--- config.mk ---
export PLATFORM = sky130hd
export DESIGN_NAME = uart_icb_master_flat
export DESIGN_NICKNAME = d
export VERILOG_FILES = /design/src/rtl/uart_icb_master_pkg.sv /design/src/rtl/uart_icb_master_if.sv /design/src/rtl/uart_icb_master_port.sv /design/src/rtl/uart_icb_master.sv /design/src/flat_wrapper.sv
export SDC_FILE = /design/constraint.sdc
export NUM_CORES = 1
export LEC_CHECK = 0
export ABC_AREA = 1
export CAP_MARGIN = 20
export CORE_ASPECT_RATIO = 0.9
export CORE_MARGIN = 4
export CORE_UTILIZATION = 35
export CTS_BUF_LIST = sky130_fd_sc_hd__clkbuf_8 sky130_fd_sc_hd__clkbuf_16
export CTS_CLUSTER_SIZE = 10
export DETAILED_ROUTE_END_ITERATION = 8
export PLACE_DENSITY = 0.74
export SLEW_MARGIN = 20
export SYNTH_ARGS = -nofsm -noshare
export SYNTH_HDL_FRONTEND = slang
export SYNTH_SLANG_ARGS = --single-unit
export TNS_END_PERCENT = 30
--- constraint.sdc ---
create_clock -name clk -period 1.3 [get_ports clk]
set_input_delay 0.26 -clock clk [delete_from_list [all_inputs] [get_ports clk]]
set_output_delay 0.26 -clock clk [all_outputs]
set_load 0.02 [all_outputs]
--- src/rtl/uart_icb_master_pkg.sv ---
// rtl/uart_icb_master_pkg.sv - shared constants, state encoding and command type for the UART ICB master
package uart_icb_master_pkg;

  localparam int PA_SIZE = 32;

  // UART register map
  localparam logic [PA_SIZE-1:0] BASE_ADDR = 32'h1001_3000;
  localparam logic [PA_SIZE-1:0] CSR_OFS   = 32'h0;
  localparam logic [PA_SIZE-1:0] CTRL_OFS  = 32'h4;
  localparam logic [PA_SIZE-1:0] DATA_OFS  = 32'h8;

  // CSR bit positions
  localparam int CSR_TX_OK   = 0;
  localparam int CSR_RX_OK   = 4;
  localparam int CSR_DIV_LSB = 16;

  // CTRL bit positions
  localparam int CTRL_BAUD_EN   = 0;
  localparam int CTRL_TX_EN     = 4;
  localparam int CTRL_RX_EN     = 8;
  localparam int CTRL_CLK_EN    = 9;
  localparam int CTRL_NO_PARITY = 12;

  localparam logic [15:0] DIVISOR = 16'd54;

  // Divisor lands in CSR[31:16]; the low half is written as zero
  localparam logic [PA_SIZE-1:0] CSR_INIT = {16'h0000, DIVISOR} << CSR_DIV_LSB;

  localparam logic [PA_SIZE-1:0] CTRL_INIT = (32'h1 << CTRL_BAUD_EN) | (32'h1 << CTRL_TX_EN)
                                           | (32'h1 << CTRL_RX_EN)   | (32'h1 << CTRL_CLK_EN)
                                           | (32'h1 << CTRL_NO_PARITY);

  typedef enum logic [2:0] {
    S_RST,
    S_INIT_CSR,
    S_INIT_CTRL,
    S_IDLE,
    S_POLL,
    S_WR_DATA,
    S_RD_DATA
  } state_t;

  typedef struct packed {
    logic [PA_SIZE-1:0] addr;
    logic               read;
    logic [PA_SIZE-1:0] wdata;
  } icb_cmd_t;

  // Builds a bus command for a register offset inside the UART window
  function automatic icb_cmd_t make_cmd(input logic [PA_SIZE-1:0] ofs, input logic read,
                                        input logic [PA_SIZE-1:0] wdata);
    icb_cmd_t c;
    c.addr  = BASE_ADDR + ofs;
    c.read  = read;
    c.wdata = wdata;
    return c;
  endfunction

endpackage

--- src/rtl/uart_icb_master_if.sv ---
// rtl/uart_icb_master_if.sv - ICB command/response bus between the master and the UART slave port
interface uart_icb_master_if;
  import uart_icb_master_pkg::*;

  logic               o_icb_cmd_valid;
  logic               o_icb_cmd_ready;
  logic [PA_SIZE-1:0] o_icb_cmd_addr;
  logic               o_icb_cmd_read;
  logic [PA_SIZE-1:0] o_icb_cmd_wdata;
  logic               o_icb_rsp_valid;
  logic               o_icb_rsp_ready;
  logic [PA_SIZE-1:0] o_icb_rsp_rdata;

  modport master (
    output o_icb_cmd_valid, o_icb_cmd_addr, o_icb_cmd_read, o_icb_cmd_wdata, o_icb_rsp_ready,
    input  o_icb_cmd_ready, o_icb_rsp_valid, o_icb_rsp_rdata
  );

  modport slave (
    input  o_icb_cmd_valid, o_icb_cmd_addr, o_icb_cmd_read, o_icb_cmd_wdata, o_icb_rsp_ready,
    output o_icb_cmd_ready, o_icb_rsp_valid, o_icb_rsp_rdata
  );

endinterface

--- src/rtl/uart_icb_master_port.sv ---
// rtl/uart_icb_master_port.sv - CMD/RSP phase sequencer for one outstanding ICB transaction
module uart_icb_master_port
  import uart_icb_master_pkg::*;
(
  input  logic               clk,
  input  logic               rst_n,
  input  logic               req,
  input  icb_cmd_t           cmd,
  output logic               done,
  output logic [PA_SIZE-1:0] rdata,
  uart_icb_master_if.master  bus
);

  logic cmd_hold;
  logic rsp_phase;
  logic cmd_fire;

  // req is a one-cycle pulse from the FSM in the first CMD cycle; cmd_hold keeps valid up
  // under wait states. cmd fields come straight from the FSM's registers, which stay put
  // until the transaction is done.
  assign bus.o_icb_cmd_valid = req | cmd_hold;
  assign bus.o_icb_cmd_addr  = cmd.addr;
  assign bus.o_icb_cmd_read  = cmd.read;
  assign bus.o_icb_cmd_wdata = cmd.wdata;
  assign bus.o_icb_rsp_ready = rsp_phase;

  assign cmd_fire = bus.o_icb_cmd_valid & bus.o_icb_cmd_ready;
  assign done     = rsp_phase & bus.o_icb_rsp_valid;
  assign rdata    = bus.o_icb_rsp_rdata;

  // Hold the command valid from the request until the slave accepts it
  always_ff @(posedge clk or negedge rst_n) begin
    if (!rst_n)        cmd_hold <= 1'b0;
    else if (cmd_fire) cmd_hold <= 1'b0;
    else if (req)      cmd_hold <= 1'b1;
  end

  // RSP phase runs from the accepted command until the response handshake
  always_ff @(posedge clk or negedge rst_n) begin
    if (!rst_n)        rsp_phase <= 1'b0;
    else if (cmd_fire) rsp_phase <= 1'b1;
    else if (done)     rsp_phase <= 1'b0;
  end

endmodule

--- src/rtl/uart_icb_master.sv ---
// rtl/uart_icb_master.sv - UART init, status polling and byte transfer over ICB
module uart_icb_master
  import uart_icb_master_pkg::*;
(
  input  logic              clk,
  input  logic              rst_n,
  input  logic              en,
  uart_icb_master_if.master bus,
  input  logic              tx_valid,
  output logic              tx_ready,
  input  logic [7:0]        tx_data,
  output logic              rx_valid,
  input  logic              rx_ready,
  output logic [7:0]        rx_data,
  output logic              init_done
);

  state_t             state;
  logic               req;
  icb_cmd_t           cmd;
  logic               done;
  logic [PA_SIZE-1:0] rdata;
  logic               tx_armed;
  logic               tx_full;
  logic [7:0]         tx_byte;
  logic               rx_full;
  logic               tx_ok;
  logic               rx_ok;
  logic               unused_rdata;

  assign tx_ok        = rdata[CSR_TX_OK];
  assign rx_ok        = rdata[CSR_RX_OK];
  assign unused_rdata = ^rdata[PA_SIZE-1:8];
  assign tx_ready     = ~tx_full;
  assign rx_valid     = rx_full;

  uart_icb_master_port u_port (
    .clk   (clk),
    .rst_n (rst_n),
    .req   (req),
    .cmd   (cmd),
    .done  (done),
    .rdata (rdata),
    .bus   (bus)
  );

  // Main sequencer: init writes, then idle/poll loop; each bus state launches its command on entry
  always_ff @(posedge clk or negedge rst_n) begin
    if (!rst_n) begin
      state     <= S_RST;
      req       <= 1'b0;
      cmd       <= '0;
      init_done <= 1'b0;
      tx_armed  <= 1'b1;
    end else begin
      req <= 1'b0;
      case (state)
        S_RST: begin
          if (en) begin
            state <= S_INIT_CSR;
            req   <= 1'b1;
            cmd   <= make_cmd(CSR_OFS, 1'b0, CSR_INIT);
          end
        end
        S_INIT_CSR: begin
          if (done) begin
            if (en) begin
              state <= S_INIT_CTRL;
              req   <= 1'b1;
              cmd   <= make_cmd(CTRL_OFS, 1'b0, CTRL_INIT);
            end else begin
              // init is restarted from the top once en returns
              state <= S_RST;
            end
          end
        end
        S_INIT_CTRL: begin
          if (done) begin
            init_done <= 1'b1;
            state     <= S_IDLE;
          end
        end
        S_IDLE: begin
          if (en) begin
            state <= S_POLL;
            req   <= 1'b1;
            cmd   <= make_cmd(CSR_OFS, 1'b1, '0);
          end
        end
        S_POLL: begin
          if (done) begin
            // a poll with tx_ok low proves the previous byte has left the holding slot
            if (!tx_ok) tx_armed <= 1'b1;
            if (en && rx_ok && !rx_full) begin
              state <= S_RD_DATA;
              req   <= 1'b1;
              cmd   <= make_cmd(DATA_OFS, 1'b1, '0);
            end else if (en && tx_full && tx_ok && tx_armed) begin
              state <= S_WR_DATA;
              req   <= 1'b1;
              cmd   <= make_cmd(DATA_OFS, 1'b0, {24'h0, tx_byte});
            end else begin
              state <= S_IDLE;
            end
          end
        end
        S_WR_DATA: begin
          if (done) begin
            tx_armed <= 1'b0;
            state    <= S_IDLE;
          end
        end
        S_RD_DATA: begin
          if (done) state <= S_IDLE;
        end
        default: state <= S_RST;
      endcase
    end
  end

  // tx holding slot: filled from the stream whenever empty, emptied by the DATA write response
  always_ff @(posedge clk or negedge rst_n) begin
    if (!rst_n) begin
      tx_full <= 1'b0;
      tx_byte <= 8'h00;
    end else if (tx_valid && !tx_full) begin
      tx_full <= 1'b1;
      tx_byte <= tx_data;
    end else if (state == S_WR_DATA && done) begin
      tx_full <= 1'b0;
    end
  end

  // rx holding slot: loaded by the DATA read response, drained by the consumer handshake
  always_ff @(posedge clk or negedge rst_n) begin
    if (!rst_n) begin
      rx_full <= 1'b0;
      rx_data <= 8'h00;
    end else if (state == S_RD_DATA && done) begin
      rx_full <= 1'b1;
      rx_data <= rdata[7:0];
    end else if (rx_full && rx_ready) begin
      rx_full <= 1'b0;
    end
  end

endmodule

--- src/flat_wrapper.sv ---
// flat-port wrapper written by rule: the top's interface ports become plain ports
module uart_icb_master_flat import uart_icb_master_pkg::*;
  (clk, rst_n, en, tx_valid, tx_ready, tx_data, rx_valid, rx_ready, rx_data, init_done, bus_o_icb_cmd_valid, bus_o_icb_cmd_addr, bus_o_icb_cmd_read, bus_o_icb_cmd_wdata, bus_o_icb_rsp_ready, bus_o_icb_cmd_ready, bus_o_icb_rsp_valid, bus_o_icb_rsp_rdata);
  uart_icb_master_if bus_i ();
  input  logic clk;
  input  logic rst_n;
  input  logic en;
  input  logic tx_valid;
  output logic tx_ready;
  input  logic [7:0] tx_data;
  output logic rx_valid;
  input  logic rx_ready;
  output logic [7:0] rx_data;
  output logic init_done;
  output wire logic [$bits(bus_i.o_icb_cmd_valid)-1:0] bus_o_icb_cmd_valid;
  output wire logic [$bits(bus_i.o_icb_cmd_addr)-1:0] bus_o_icb_cmd_addr;
  output wire logic [$bits(bus_i.o_icb_cmd_read)-1:0] bus_o_icb_cmd_read;
  output wire logic [$bits(bus_i.o_icb_cmd_wdata)-1:0] bus_o_icb_cmd_wdata;
  output wire logic [$bits(bus_i.o_icb_rsp_ready)-1:0] bus_o_icb_rsp_ready;
  input wire logic [$bits(bus_i.o_icb_cmd_ready)-1:0] bus_o_icb_cmd_ready;
  input wire logic [$bits(bus_i.o_icb_rsp_valid)-1:0] bus_o_icb_rsp_valid;
  input wire logic [$bits(bus_i.o_icb_rsp_rdata)-1:0] bus_o_icb_rsp_rdata;
  assign bus_o_icb_cmd_valid = bus_i.o_icb_cmd_valid;
  assign bus_o_icb_cmd_addr = bus_i.o_icb_cmd_addr;
  assign bus_o_icb_cmd_read = bus_i.o_icb_cmd_read;
  assign bus_o_icb_cmd_wdata = bus_i.o_icb_cmd_wdata;
  assign bus_o_icb_rsp_ready = bus_i.o_icb_rsp_ready;
  assign bus_i.o_icb_cmd_ready = bus_o_icb_cmd_ready;
  assign bus_i.o_icb_rsp_valid = bus_o_icb_rsp_valid;
  assign bus_i.o_icb_rsp_rdata = bus_o_icb_rsp_rdata;
  uart_icb_master u_core (.clk(clk), .rst_n(rst_n), .en(en), .bus(bus_i), .tx_valid(tx_valid), .tx_ready(tx_ready), .tx_data(tx_data), .rx_valid(rx_valid), .rx_ready(rx_ready), .rx_data(rx_data), .init_done(init_done));
endmodule
==> results of run 1 <==
worst register-to-register path, cell delays in order (launching register included):
cell and delay [ps]:
dfrtp_2 460, nor2_4 190, nand2_4 110, inv_4 100, nand2_2 70, buf_6 140
nor2_1 90, nand3_1 90, nand2_1 70
how the worst max path moves through the flow:
stage | startpoint | end | slack, ps | depth (start not counted)
after global placement | en | u_core.cmd[5]$_DFFE_PN0P_ | -450 | 8
after global routing | u_core.state[1]$_DFFE_PN0P_ | u_core.cmd[1]$_DFFE_PN0P_ | -150 | 8
final | u_core.state[1]$_DFFE_PN0P_ | u_core.cmd[1]$_DFFE_PN0P_ | -80 | 8
after detailed placement | en | u_core.cmd[4]$_DFFE_PN0P_ | -490 | 7
after floorplan | u_core.state[2]$_DFFE_PN0P_ | u_core.cmd[20]$_DFFE_PN0P_ | 2 | 10
after CTS | u_core.state[0]$_DFFE_PN0P_ | u_core.cmd[4]$_DFFE_PN0P_ | -80 | 8
Yosys cell counts (2+ instances only):
library cell  count  area, um2
nor2_2            3       18.8
inv_2             4       15.0
nand3_1          34        170
nand3_2           3       30.0
nand2_1          69        259
buf_4            54        405
dfrtp_1          38        951
nor2_4            2       22.5
o21ai_0           6       30.0
buf_6             2       22.5
inv_1            17       63.8
mux2_2            2       22.5
nor2_1           17       63.8
nand2_2           3       18.8
a21oi_1           8       40.0
layer usage:
metal | routed length, um | up-vias | track usage [%]
li1 | - | 951 | -
met1 | 2330 | 883 | 16.6
met2 | 2470 | 80 | 19.6
met3 | 457 | 3 | 3.88
met4 | 15 | 0 | 2.83
met5 | 0 | - | 0
kinds of logic after synthesis:
| group | count (synthesis) |
|---|---|
| other | 1 |
| AND/OR/NAND/NOR | 133 |
| flip-flops | 39 |
| buffers and inverters | 79 |
| AO/OA/AOI/OAI | 19 |
| multiplexers | 2 |
through the flow:
| step | setup WS, ps | instance area [um2] | setup TNS (ps) | total power, mW |
|---|---|---|---|---|
| after floorplan | 1.97 | 2400 | 0 | 4.25 |
| after global placement | -455 | 2910 | -9660 | 5.52 |
| after detailed placement | -487 | 2910 | -10160 | 5.59 |
| after CTS | -84.8 | 3040 | -768 | 6.48 |
| after global routing | -150 | 3240 | -2530 | 7.46 |
| final | -76.6 | 3240 | -763 | 6.95 |
repair_timing:
item | in CTS | in global routing
buffers inserted | 0 | 4
pin swaps | 0 | 21
setup endpoints to repair | 60 | 47
hold endpoints to repair | 16 | 0
resized for setup | 68 | 72
hold buffers | 1 | 0
gates cloned | 0 | 2
sequential cells by signal, indices dropped and copies added (netlist names):
| register | flops |
|---|---|
| u_core.tx_byte | 8 |
| u_core.tx_full | 1 |
| u_core.init_done | 1 |
| u_core.u_port.cmd_hold | 1 |
| u_core.rx_valid | 1 |
| u_core.state | 3 |
| u_core.req | 1 |
| u_core.cmd | 13 |
| u_core.u_port.bus.o_icb_rsp_ready | 1 |
| u_core.rx_data | 8 |
| u_core.tx_armed | 1 |
power by group through the flow:
| stage | registers, mW | clock network, mW | logic, mW |
|---|---|---|---|
| after floorplan | 2.25 | 0 | 1.99 |
| after global routing | 2.04 | 1.11 | 4.31 |
| after global placement | 1.98 | 0 | 3.54 |
| final | 1.97 | 1.02 | 3.96 |
| after CTS | 1.97 | 1.06 | 3.45 |
| after detailed placement | 2.00 | 0 | 3.59 |
area by class of cell:
class,count,area share [%]
inverters,21,2.59
clock inverters,3,1.35
clock buffers,5,2.12
well taps,87,3.36
repair buffers,96,26.0
flip-flops and latches,39,30.3
multi-input cells,199,34.3
==> impl_summary.txt, run 1 <==
----------------------------------------------------
[Finish]
  Area growth from synthesis to layout ... 45.0%
  Commonest cells after routing, fill and taps aside ... nand2_1, conb_1, dfrtp_1
  Layout net count ... 409
  Filler cells ... roughly 600
  Reg area ... approximately 980 um2
  Multi-input gate area in the final layout ... approximately 1100 um2
  Share of cells above drive strength 1 ... 32.8%
  Commonest non-fill, non-tap cell in the layout ... nand2_1
  Antenna Cells ... 0
  Utilization after layout ... between 50% and 60%
  Non-filler cells, final ... 450

[STA]
  Count of endpoints failing hold in the final timing report ... 0
  Slew Viols, Final ... 0
  Final-layout worst hold slack ... 446 ps
  Final Skew ... approximately 9.6 ps
  Final setup violation count ... 15
  Share of the clock period used by the worst path after layout ... 106%
  Maximum clock rate ... ~730 MHz
  Unrepaired setup endpoints after global routing ... yes
  Final worst path period need ... roughly 1400 ps
  Final setup margin ... -76.6 ps

[Power]
  Sw power ... 3.09 mW
  Clock share of power ... 14.7%
  P_int ... roughly 3.9 mW
  Pwr Density ... around 2100 nW/um2
  Max rail drop VDD ... 0.784 mV
  Fraction of power consumed by combinational cells ... a little under three fifths
  Switching share of power ... between 40% and 50%
  Leakage power figure ... 1.70 nW
  Proportion of power drawn by flip-flops and latches ... 28.4%

[Worst setup path]
  List of cells traversed by the critical path ... nor2_4, nand2_4, inv_4, nand2_2, buf_6, nor2_1, nand3_1, nand2_1
  Bufs and invs on worst path ... 2
  Highest cell delay on the worst timing path ... roughly 460 ps
  Number of cell instances on the worst register-to-register path ... 8
  Maximum net fanout on the critical path ... 6
  R2R Setup Slk ... -80 ps
  Critical path start-end classification ... flip-flop to flip-flop
  Type of element capturing the critical path ... flip-flop
  Startpoint of the lowest-slack register-to-register path ... u_core.state[1]$_DFFE_PN0P_
  RR Endpoint ... u_core.cmd[1]$_DFFE_PN0P_
  Worst Setup Start Kind ... flip-flop
  CP required ... between 1500 and 2000 ps
  Worst path arrival time ... between 1500 and 2000 ps
  Largest delay contributor family on the critical path ... simple AND/OR/NAND/NOR gates
  CP max-delay cell ... dfrtp_2

[Synth]
  Post-Synth XOR/XNOR Area ... 0%
  Simple-Gate Fraction of Synth Area ... a little over a quarter
  Portion of the post-synthesis area used by sequential elements ... 43.8%
  Largest family of logic cells by synthesized area ... simple AND/OR/NAND/NOR gates
  Count of flip-flops with a built-in enable after synthesis ... 0
  Synthesized-area fraction occupied by ao, oa, aoi and oai cells ... 4.87%
  #FFs+latches synth ... 39
  Predominant post-synthesis flop cell ... dfrtp_1
  Distinct cell type count of the synthesized netlist ... 26
  Post-synthesis mux area share ... under 10%
  Syn Std Cell Area ... about 2200 um2
  Average size of a mapped cell ... roughly 8 um2
  Synthesized-area fraction occupied by adder cells ... 0%
  Yosys warning count ... 0
  Post-synthesis async set-or-reset flop share ... 100%
  Number of cells produced by synthesis ... approximately 270

[Place]
  Placed Cells ... 435
  Detailed placer's ending HPWL ... 3850 um
  Input/output buffers ... between 50 and 60
  Routability-driven placement congestion ratio ... around 0.83

[GRT]
  Wire length of the first global-routing pass ... about 7800 um
  Vias in the first global route ... ~1,700
  Congestion Overflow GR ... 0
  GRT Resource Usage Total ... roughly an eighth
  Initial antenna violation count ... 0
  Largest net degree at the start of global routing ... 23

[Clocking]
  Clock Pin Slew Worst Setup and Hold Paths ... around 80 ps
  Root buffer cell ... clkbuf_8
  Clock tree from TritonCTS ... done
  CTS Sinks ... 39
  Count of H-tree levels built during CTS ... 2
  Skew-Pair Late Insertion Delay ... 290 ps
  Number of buffers added by the clock tree synthesis step ... 5
  Number of buffers on the longest clock path ... 2

[Flow run]
  Number of violations of the max-capacitance limit ... 0

[Routing]
  Drt initial violations ... 122
  First drt pass iteration count ... 4
  Post-detailed-routing wire length ... around 5300 um
  Via/cell ratio ... approximately 4.3
  Via Count ... 1,917
  Routed Antenna Nets ... 0
  Post-route DRC violation count ... 0
  Routed length per instance ... 11.7 um

[Floorplanning]
  Placement Rows ... 27
  DIE AREA ... a little under 8000 um2
  Starting density of the core ... 36.3%
  Vertical extent of the die ... ~84 um
  Core Footprint ... ~6100 um2
  I/O pin cnt ... approximately 130
  Width of the chip ... around 90 um

[Outcome]
  Result of the run ... finished, violations left
  Violations in the final reports ... negative setup slack

[Hold path]
  Path type of the worst min-delay path ... primary input to async pin

----------------------------------------------------
(Power assumes the default switching activity.)
==> run 2: changes to the inputs <==
SETUP_SLACK_MARGIN = 0.05   (was default)
==> run 2 against run 1 <==
  * The run still ends with negative setup slack left
  * Critical path type unchanged
  * Largest power group unchanged
  * Routed wire length grew 6.1%
  * Largest cell class unchanged
  * Die area is the same
  * Critical endpoint is now u_core.cmd[20]$_DFFE_PN0P_
  * Hold slack gained 2.3 ps
  * Cell count is the same
  * Worst setup slack gained 5.6 ps
  * Maximum frequency grew 0.41%
  * Flip-flop and latch count is the same
==> impl_summary.txt, run 2 (synthesized netlist as in run 1, its figures left out) <==
----------------------------------------------------
[Outcome]
  Result of the run ... finished, violations left
  Violations in the final reports ... negative setup slack

[Power]
  Leakage power figure ... roughly 1.7 nW
  Overall power of the completed layout ... just over 7 mW
  Max rail drop VDD ... around 0.99 mV
  Pwr Density ... 2220 nW/um2

[Worst setup path]
  Maximum net fanout on the critical path ... 6
  Startpoint of the lowest-slack register-to-register path ... u_core.state[0]$_DFFE_PN0P_
  CP required ... about 1500 ps
  RR Endpoint ... u_core.cmd[20]$_DFFE_PN0P_
  Critical path start-end classification ... flip-flop to flip-flop
  R2R Setup Slk ... -70 ps
  Worst path arrival time ... 1560 ps
  Type of element capturing the critical path ... flip-flop
  Worst Setup Start Kind ... flip-flop
  Number of cell instances on the worst register-to-register path ... 8

[Finish]
  Non-filler cells, final ... 450
  Largest register FFs ... 13
  Multi-input gate area in the final layout ... about 1100 um2
  Registers with the most flip-flops ... u_core.cmd: 13 flops, u_core.rx_data: 8 flops, u_core.tx_byte: 8 flops
  Utilization after layout ... between 50 and 60%
  Filler cells ... just over 600
  Commonest non-fill, non-tap cell in the layout ... nand2_1
  Top reg by flops ... u_core.cmd
  Share of cells above drive strength 1 ... between 30 and 40%
  Area growth from synthesis to layout ... 43.0%
  Antenna Cells ... 0
  Layout net count ... ~400
  Commonest cells after routing, fill and taps aside ... nand2_1, conb_1, dfrtp_1
  Reg area ... slightly below 1000 um2
  Summed area of non-filler cells in the final layout ... 3190 um2

[Floorplanning]
  Core Footprint ... around 6100 um2
  Placement Rows ... 27
  DIE AREA ... between 7000 and 8000 um2
  Width of the chip ... ~92 um
  Vertical extent of the die ... between 80 and 90 um
  Starting density of the core ... 36.3%
  I/O pin cnt ... around 130

[Routing]
  Routed length per instance ... 12.4 um
  Drt initial violations ... 78
  Post-detailed-routing wire length ... roughly 5600 um
  Routed Antenna Nets ... 0
  Post-route DRC violation count ... 0
  First drt pass iteration count ... 4
  Total routed wire length on the met1 layer ... roughly 2400 um
  Wire length on met2 ... about 2700 um
  Met3 WL ... around 400 um
  Via/cell ratio ... approximately 4.3
  Via Count ... about 1,900
  Top Layer Used ... met4

[STA]
  Final setup violation count ... 15
  Slew Viols, Final ... 0
  Final Skew ... about 8.7 ps
  Final worst path period need ... approximately 1400 ps
  Count of endpoints failing hold in the final timing report ... 0
  Maximum clock rate ... ~730 MHz
  Final setup margin ... -71.1 ps
  Share of the clock period used by the worst path after layout ... 105%
  Unrepaired setup endpoints after global routing ... yes

[Clocking]
  Skew-Pair Late Insertion Delay ... ~300 ps
  Number of buffers on the longest clock path ... 2
  Number of buffers added by the clock tree synthesis step ... 5
  Clock Pin Slew Worst Setup and Hold Paths ... about 80 ps
  Clock tree from TritonCTS ... done
  Root buffer cell ... clkbuf_8
  CTS Sinks ... 39
  Count of H-tree levels built during CTS ... 2

[GRT]
  Congestion Overflow GR ... 0
  Vias in the first global route ... around 1,800
  GRT Resource Usage Total ... 13.6%
  Wire length of the first global-routing pass ... about 8500 um
  Initial antenna violation count ... 0
  Largest net degree at the start of global routing ... 23

[Place]
  Routability-driven placement congestion ratio ... between 0.8 and 0.9
  Detailed placer's ending HPWL ... ~3800 um
  Placed Cells ... 429
  Instance area at placement ... roughly 2900 um2
  Pre-CTS worst setup slack ... -412 ps
  Input/output buffers ... 57

[Flow run]
  Number of violations of the max-capacitance limit ... 0

[Hold path]
  Path type of the worst min-delay path ... primary input to async pin

----------------------------------------------------
run 2: cell types whose count changed in the layout (fill, tap and decap cells not counted), sizes merged:
cell           previous run  this run
buf                      46        52
clkdlybuf4s15            13         0
clkbuf                    9        26
dlygate4sd2              12         2
run 2: metal layers:
metal,track usage [%],vias up
met3,4.33,9
met5,0,-
met1,18.4,905
met4,2.83,0
li1,-,949
met2,21.3,72
run 2: power breakdown:
group          internal, mW  leakage [nW]  switching, mW
Sequential             1.69         0.481          0.294
Combinational          1.65          1.15           2.45
Clock                 0.571        0.0581          0.442
Total                  3.91          1.69           3.19
run 2: repair_timing:
action / 4_1_cts / 5_1_grt
setup endpoints to repair: 60 / 60
gates cloned: 2 / 1
hold buffers: 1 / 0
hold endpoints to repair: 16 / 0
resized for setup: 101 / 84
pin swaps: 17 / 7
setup buffers: 6 / 3
run 2: worst max-delay path, stage by stage, from the launching register on:
cell	delay, ps
dfrtp_2	450
nor2_4	180
buf_6	140
nand3_4	70
nand2_4	90
nor2_4	60
clkbuf_16	160
nand3_2	70
nand2_1	50
run 2: final cells by class:
cell class	instances	area share, %
Timing Repair Buffer	96	24.0
Inverter	21	2.62
Sequential cell	39	30.7
Tap cell	87	3.41
Clock inverter	3	1.37
Clock buffer	5	2.15
Multi-Input combinational cell	199	35.8
run 2: how the worst max path moves through the flow:
stage / startpoint / endpoint / slack, ps / cells past startpoint
2_1_floorplan: u_core.state[0]$_DFFE_PN0P_ / u_core.cmd[49]$_DFFE_PN0P_ / 20 / 7
3_3_place_gp: en / u_core.cmd[6]$_DFFE_PN0P_ / -390 / 8
3_5_place_dp: en / u_core.cmd[7]$_DFFE_PN0P_ / -410 / 8
4_1_cts: u_core.state[1]$_DFFE_PN0P_ / u_core.cmd[7]$_DFFE_PN0P_ / -10 / 8
5_1_grt: u_core.state[0]$_DFFE_PN0P_ / u_core.cmd[6]$_DFFE_PN0P_ / -120 / 8
6_report: u_core.state[0]$_DFFE_PN0P_ / u_core.cmd[20]$_DFFE_PN0P_ / -70 / 8
run 2: through the flow:
| step | setup TNS (ps) | hold slack [ps] |
|---|---|---|
| 2_1_floorplan | 0 | -35.6 |
| 3_3_place_gp | -8640 | 229 |
| 3_5_place_dp | -9020 | 227 |
| 4_1_cts | -68.0 | 446 |
| 5_1_grt | -1590 | 483 |
| 6_report | -732 | 448 |
==> run 3: changes to the inputs <==
CTS_CLUSTER_SIZE = 16   (was 10)
==> results of run 3 <==
No change in the layout: final DEF, timing and power equal those of run 2.
